==> src/rtl/watch_set_ctrl_if.sv <==
// watch_set_ctrl_if: buttons, timekeeper time and load strobe shared by the watch UI and the set controller.
interface watch_set_ctrl_if;
   logic        clk1sec;
   logic        btn_mode, btn_up, btn_down;
   logic [7:0]  year, month, day, hour, minute, second;
   logic        set_time;
   logic [47:0] bin_time;
   logic        edit_active;
   logic [2:0]  edit_field;
   logic        blink;
   modport master (
      output clk1sec, btn_mode, btn_up, btn_down, year, month, day, hour, minute, second,
      input  set_time, bin_time, edit_active, edit_field, blink
   );
   modport slave (
      input  clk1sec, btn_mode, btn_up, btn_down, year, month, day, hour, minute, second,
      output set_time, bin_time, edit_active, edit_field, blink
   );
endinterface

==> src/rtl/watch_set_ctrl.sv <==
// watch_set_ctrl: button-driven time-setting FSM editing a shadow copy of the current time.
// Defining WATCH_SET_TIMEOUT_EN abandons an edit after 30 quiet seconds.
module watch_set_ctrl (
   input  logic clk,
   input  logic rst,
   watch_set_ctrl_if.slave bus
);
   typedef enum logic [2:0] {IDLE, YEAR, MONTH, DAY, HOUR, MINUTE, SECOND, COMMIT} state_t;
   state_t state, next;
   logic [7:0] y, mo, d, h, mi, s;
   logic [7:0] md, cap_mo;
   logic blink_q, edit, adjust, cancel, timeout;

   function automatic logic [7:0] max_date(input logic [7:0] m, input logic [7:0] yr);
      logic leap;
      leap = (yr[1:0] == 2'd0) && (yr != 8'd100) && (yr != 8'd200);
      return (m == 8'd2) ? (leap ? 8'd29 : 8'd28) :
             (m == 8'd4 || m == 8'd6 || m == 8'd9 || m == 8'd11) ? 8'd30 : 8'd31;
   endfunction

   function automatic logic [7:0] step(input logic [7:0] v, input logic [7:0] lo, input logic [7:0] hi, input logic up);
      return up ? ((v >= hi) ? lo : v + 8'd1) : ((v <= lo) ? hi : v - 8'd1);
   endfunction

   assign edit   = state != IDLE && state != COMMIT;
   assign adjust = edit && !bus.btn_mode && (bus.btn_up ^ bus.btn_down);
   assign cancel = edit && !bus.btn_mode && bus.btn_up && bus.btn_down;
   assign md     = max_date(mo, y);
   assign cap_mo = (bus.month == 8'd0 || bus.month > 8'd12) ? 8'd1 : bus.month;

`ifdef WATCH_SET_TIMEOUT_EN
   logic [4:0] quiet_secs;
   logic any_btn;
   assign any_btn = bus.btn_mode || bus.btn_up || bus.btn_down;
   always_ff @(posedge clk)
      if (rst || !edit || any_btn) quiet_secs <= '0;
      else if (bus.clk1sec) quiet_secs <= quiet_secs + 5'd1;
   assign timeout = edit && !any_btn && bus.clk1sec && quiet_secs == 5'd29;
`else
   assign timeout = 1'b0;
`endif

   always_ff @(posedge clk)
      if (rst) begin
         state   <= IDLE;
         blink_q <= 1'b0;
      end else begin
         state   <= next;
         blink_q <= (state == IDLE) ? 1'b0 : blink_q ^ bus.clk1sec;
      end

   always_comb
      next = (state == IDLE)   ? (bus.btn_mode ? YEAR : IDLE) :
             (state == COMMIT) ? IDLE :
             bus.btn_mode      ? state_t'(state + 3'd1) :
             (cancel || timeout) ? IDLE : state;

   // Shadow: captured on edit entry, day clamped when leaving MONTH, stepped by up/down.
   always_ff @(posedge clk)
      if (rst) begin
         {y, mo, d, h, mi, s} <= {8'd21, 8'd5, 8'd30, 8'd0, 8'd0, 8'd0};
      end else if (state == IDLE && bus.btn_mode) begin
         y  <= bus.year;
         mo <= cap_mo;
         d  <= (bus.day == 8'd0 || bus.day > max_date(cap_mo, bus.year)) ? 8'd1 : bus.day;
         h  <= bus.hour;
         mi <= bus.minute;
         s  <= bus.second;
      end else if (state == MONTH && bus.btn_mode) begin
         d  <= (d > md) ? md : d;
      end else if (adjust) begin
         case (state)
            YEAR:    y  <= step(y,  8'd0, 8'd255, bus.btn_up);
            MONTH:   mo <= step(mo, 8'd1, 8'd12,  bus.btn_up);
            DAY:     d  <= step(d,  8'd1, md,     bus.btn_up);
            HOUR:    h  <= step(h,  8'd0, 8'd23,  bus.btn_up);
            MINUTE:  mi <= step(mi, 8'd0, 8'd59,  bus.btn_up);
            SECOND:  s  <= step(s,  8'd0, 8'd59,  bus.btn_up);
            default: ;
         endcase
      end

   always_comb begin
      bus.set_time    = state == COMMIT;
      bus.edit_active = state != IDLE;
      bus.edit_field  = state;
      bus.blink       = blink_q && state != IDLE;
      bus.bin_time    = {y, mo, d, h, mi, s};
   end
endmodule

==> src/flat_wrapper.sv <==
// flat-port wrapper written by rule: the top's interface ports become plain ports
module watch_set_ctrl_flat 
  (clk, rst, bus_clk1sec, bus_btn_mode, bus_btn_up, bus_btn_down, bus_year, bus_month, bus_day, bus_hour, bus_minute, bus_second, bus_set_time, bus_bin_time, bus_edit_active, bus_edit_field, bus_blink);
  watch_set_ctrl_if bus_i ();
  input  logic clk;
  input  logic rst;
  input wire logic [$bits(bus_i.clk1sec)-1:0] bus_clk1sec;
  input wire logic [$bits(bus_i.btn_mode)-1:0] bus_btn_mode;
  input wire logic [$bits(bus_i.btn_up)-1:0] bus_btn_up;
  input wire logic [$bits(bus_i.btn_down)-1:0] bus_btn_down;
  input wire logic [$bits(bus_i.year)-1:0] bus_year;
  input wire logic [$bits(bus_i.month)-1:0] bus_month;
  input wire logic [$bits(bus_i.day)-1:0] bus_day;
  input wire logic [$bits(bus_i.hour)-1:0] bus_hour;
  input wire logic [$bits(bus_i.minute)-1:0] bus_minute;
  input wire logic [$bits(bus_i.second)-1:0] bus_second;
  output wire logic [$bits(bus_i.set_time)-1:0] bus_set_time;
  output wire logic [$bits(bus_i.bin_time)-1:0] bus_bin_time;
  output wire logic [$bits(bus_i.edit_active)-1:0] bus_edit_active;
  output wire logic [$bits(bus_i.edit_field)-1:0] bus_edit_field;
  output wire logic [$bits(bus_i.blink)-1:0] bus_blink;
  assign bus_i.clk1sec = bus_clk1sec;
  assign bus_i.btn_mode = bus_btn_mode;
  assign bus_i.btn_up = bus_btn_up;
  assign bus_i.btn_down = bus_btn_down;
  assign bus_i.year = bus_year;
  assign bus_i.month = bus_month;
  assign bus_i.day = bus_day;
  assign bus_i.hour = bus_hour;
  assign bus_i.minute = bus_minute;
  assign bus_i.second = bus_second;
  assign bus_set_time = bus_i.set_time;
  assign bus_bin_time = bus_i.bin_time;
  assign bus_edit_active = bus_i.edit_active;
  assign bus_edit_field = bus_i.edit_field;
  assign bus_blink = bus_i.blink;
  watch_set_ctrl u_core (.clk(clk), .rst(rst), .bus(bus_i));
endmodule
==> config.mk <==
export PLATFORM = sky130hd
export DESIGN_NAME = watch_set_ctrl_flat
export DESIGN_NICKNAME = d
export VERILOG_FILES = /design/src/rtl/watch_set_ctrl_if.sv /design/src/rtl/watch_set_ctrl.sv /design/src/flat_wrapper.sv
export SDC_FILE = /design/constraint.sdc
export NUM_CORES = 1
export LEC_CHECK = 0
export BUFFER_PORTS_ARGS = -buffer_cell sky130_fd_sc_hd__buf_2
export CORE_ASPECT_RATIO = 0.8
export CORE_MARGIN = 1.5
export CORE_UTILIZATION = 30
export DETAILED_ROUTE_END_ITERATION = 10
export PLACE_DENSITY = 0.54
export SETUP_SLACK_MARGIN = 0.1
export SYNTH_ARGS = -nofsm -noshare
export SYNTH_HDL_FRONTEND = slang
export SYNTH_SLANG_ARGS = --single-unit
export TNS_END_PERCENT = 10
==> constraint.sdc <==
create_clock -name clk -period 3.45 [get_ports clk]
set_input_delay 0.1725 -clock clk [delete_from_list [all_inputs] [get_ports clk]]
set_output_delay 0.1725 -clock clk [all_outputs]
set_load 0.02 [all_outputs]
==> impl_metrics.yaml <==
routing:
  first_pass_iters: 5
  drtIter0Drc: 473
  vias: 5236
  drt_wl_total_um: 15900
  drc: 0
  wl_per_cell_um: 17.1
  via_per_inst: 5.64
  ant_nets: 0
place:
  hpwlAfterDp_um: 11700
  dp_cells: 920
  placed_cell_area_mm2: 0.00535
  routabilityCongestion: 0.893
  port_buffers: 107
floorplan:
  core_area_mm2: 0.0151
  start_util_pct: 30.9
  ios: 108
  die_w_um: 143
  rows: 40
  die_area_mm2: 0.0163
  die_y_um: 115
clock_tree:
  path_clk_slew_ns: 0.08
  htreeDepth: 2
  root_buffer: "clkbuf_16"
  clock_latency_ns: 0.30
  tritoncts: "yes"
  holdBufCountCts: 0
  cts_sinks: 52
  cts_buffers: 5
  cts.repair.resized: 0
  cts_buffer_depth: 2
  postCtsSetupBuffers: 0
power:
  ir_drop_mv: 0.264
  design_power_total_uw: 1940
  p_leak_uw: 0.00229
  powerDensity_mw_per_mm2: 352
sta:
  whs_ns: 0.112
  setup_violations: 0
  min_period_over_period_pct: 89.9
  fin_tns_setup_ns: 0
  fmax_mhz: 322
  relSlewSlack_pct: 44.5
  rsz0062_at_grt: "false"
  finalCriticalPeriod_ns: 3.10
  hold_violations: 0
  tightestPinTransition_ns: 0.811
  skew_ns: 0.00823
  finalMaxSlewViolations: 0
logic_synthesis:
  ys_seq_area_share_pct: 22.3
  synth_cell_type_count: 69
  synth_top_area_share_pct: 22.3
  yosysMostFrequentCell: "o21ai_0"
  synth_top_cell_by_area: "dfxtp_1"
  synth_commonest_cells: "62 x o21ai_0, 57 x nand2_1, 57 x nor2_1, 52 x dfxtp_1, 38 x a21oi_1"
  syn_avg_cell_area_um2: 7.37
  synth-seq-cells: 52
  synth_area_leaders: "dfxtp_1 22%, ha_1 7.8%, o21ai_0 6.6%, nand2_1 4.6%, nor2_1 4.6%"
  synthFlopType: "dfxtp_1"
  synth_edf_count: 0
  syn_area_mm2: 0.00467
  syn_inst: 634
  syn-num-nets: 717
  ys_async_sr_fraction_pct: 0
  ys_warn_count: 0
setup_path:
  r2r_slack_ns: 0.35
  crit_path_end_kind: "flip-flop"
  critical_path_required_ns: 3.61
  cp-start-kind: "flip-flop"
  arrival_ns: 3.26
  crit_type: "flip-flop to flip-flop"
  cp_max_fo: 6
finish:
  final_cell_count_no_fill: 929
  area_growth_pct: 18.1
  drive_gt1_share_pct: 20.2
  nets: 800
  design_area_mm2: 0.00552
grt:
  grt_pass1_vias: 4913
  groute.usage.overall_pct: 19.3
  antenna_found_initial: 2
  grt_start_max_net_pins: 45
  grt_pass1_wl_um: 25300
  grt_overflow: 0
status:
  status: "complete, no violations"
job:
  drv_cap: 0
hold_path:
  min_path_type: "input pin to flip-flop"
-- per-layer routing --
metal  share of wire, %  GRT usage, %  up-vias  wire length, um
met5                  0             0        -                0
met1                 49          27.5     2471             7720
met4               0.64          3.85        0              102
met3                7.5          3.72       11             1190
li1                   -             -     2557                -
met2                 43          30.3      197             6840
-- registers in the layout, summed over array words and instances, names as in the netlist --
| register | cells |
|---|---|
| u_core.d | 8 |
| u_core.h | 8 |
| u_core.mi | 8 |
| u_core.mo | 8 |
| u_core.s | 8 |
| u_core.y | 8 |
| u_core.bus.edit_field | 3 |
| u_core.blink_q | 1 |
-- worst paths after layout --
path	from	to	depth (start not counted)
max	u_core.mo[0]	u_core.d[0]	11
min	bus_second[1]	u_core.s[1]	3
max reg2reg	u_core.mo[0]	u_core.d[0]	11
min reg2reg	u_core.mo[7]	u_core.mo[7]	2
-- critical path, cell delays in order (launching register included) --
cell and delay, ns:
dfxtp_1 0.42, inv_1 0.15, ha_1 0.23, and3_1 0.20, a22oi_1 0.34, ha_1 0.32, nand2b_1 0.14, a21oi_1 0.22
o211ai_1 0.24, o221a_2 0.36, a211oi_1 0.24, a221oi_1 0.10
-- cell families after synthesis --
logic type               synth area share [%]
multiplexers                            0.884
adder cells (fa/ha/maj)                  7.76
XOR/XNOR                                 3.96
buffers and inverters                    6.43
AO/OA/AOI/OAI                            29.6
AND/OR/NAND/NOR                          29.1
flip-flops                               22.3
-- area by class of cell --
type,instances,area (um2)
multi-input cells,512,3330
diodes,1,2.50
clock buffers,6,129
flip-flops and latches,52,1040
repair buffers,116,603
well taps,210,263
inverters,30,113
fillers,1634,9600
clock inverters,2,35.0
-- report_power, final --
part / total (uW) / leakage [uW] / internal [uW] / switching, uW
combinational: 621 / 0.00179 / 238 / 383
sequential: 728 / 0.000428 / 640 / 87.7
clock: 593 / 0.0000808 / 343 / 251
-- stage by stage --
stage               utilization (%)  setup WS (ns)
global route                   36.5          0.167
global placement               35.4          0.545
floorplan                         -          0.624
finish                         36.5          0.349
CTS                            36.5          0.396
detailed placement             35.4          0.421
-- cell usage in the layout (no fill, tap or decap), types with 10 or more instances in the layout --
| cell type | instances |
|---|---|
| inv_1 | 30 |
| a31oi_1 | 10 |
| dfxtp_1 | 52 |
| nand3_1 | 26 |
| a211oi_1 | 14 |
| ha_1 | 29 |
| o31ai_1 | 11 |
| o21ai_0 | 62 |
| nand4_1 | 10 |
| a21oi_1 | 38 |
| nor3_1 | 27 |
| nand2_1 | 57 |
| buf_2 | 107 |
| nor2_1 | 57 |
Power figures use the tool's default switching activity.
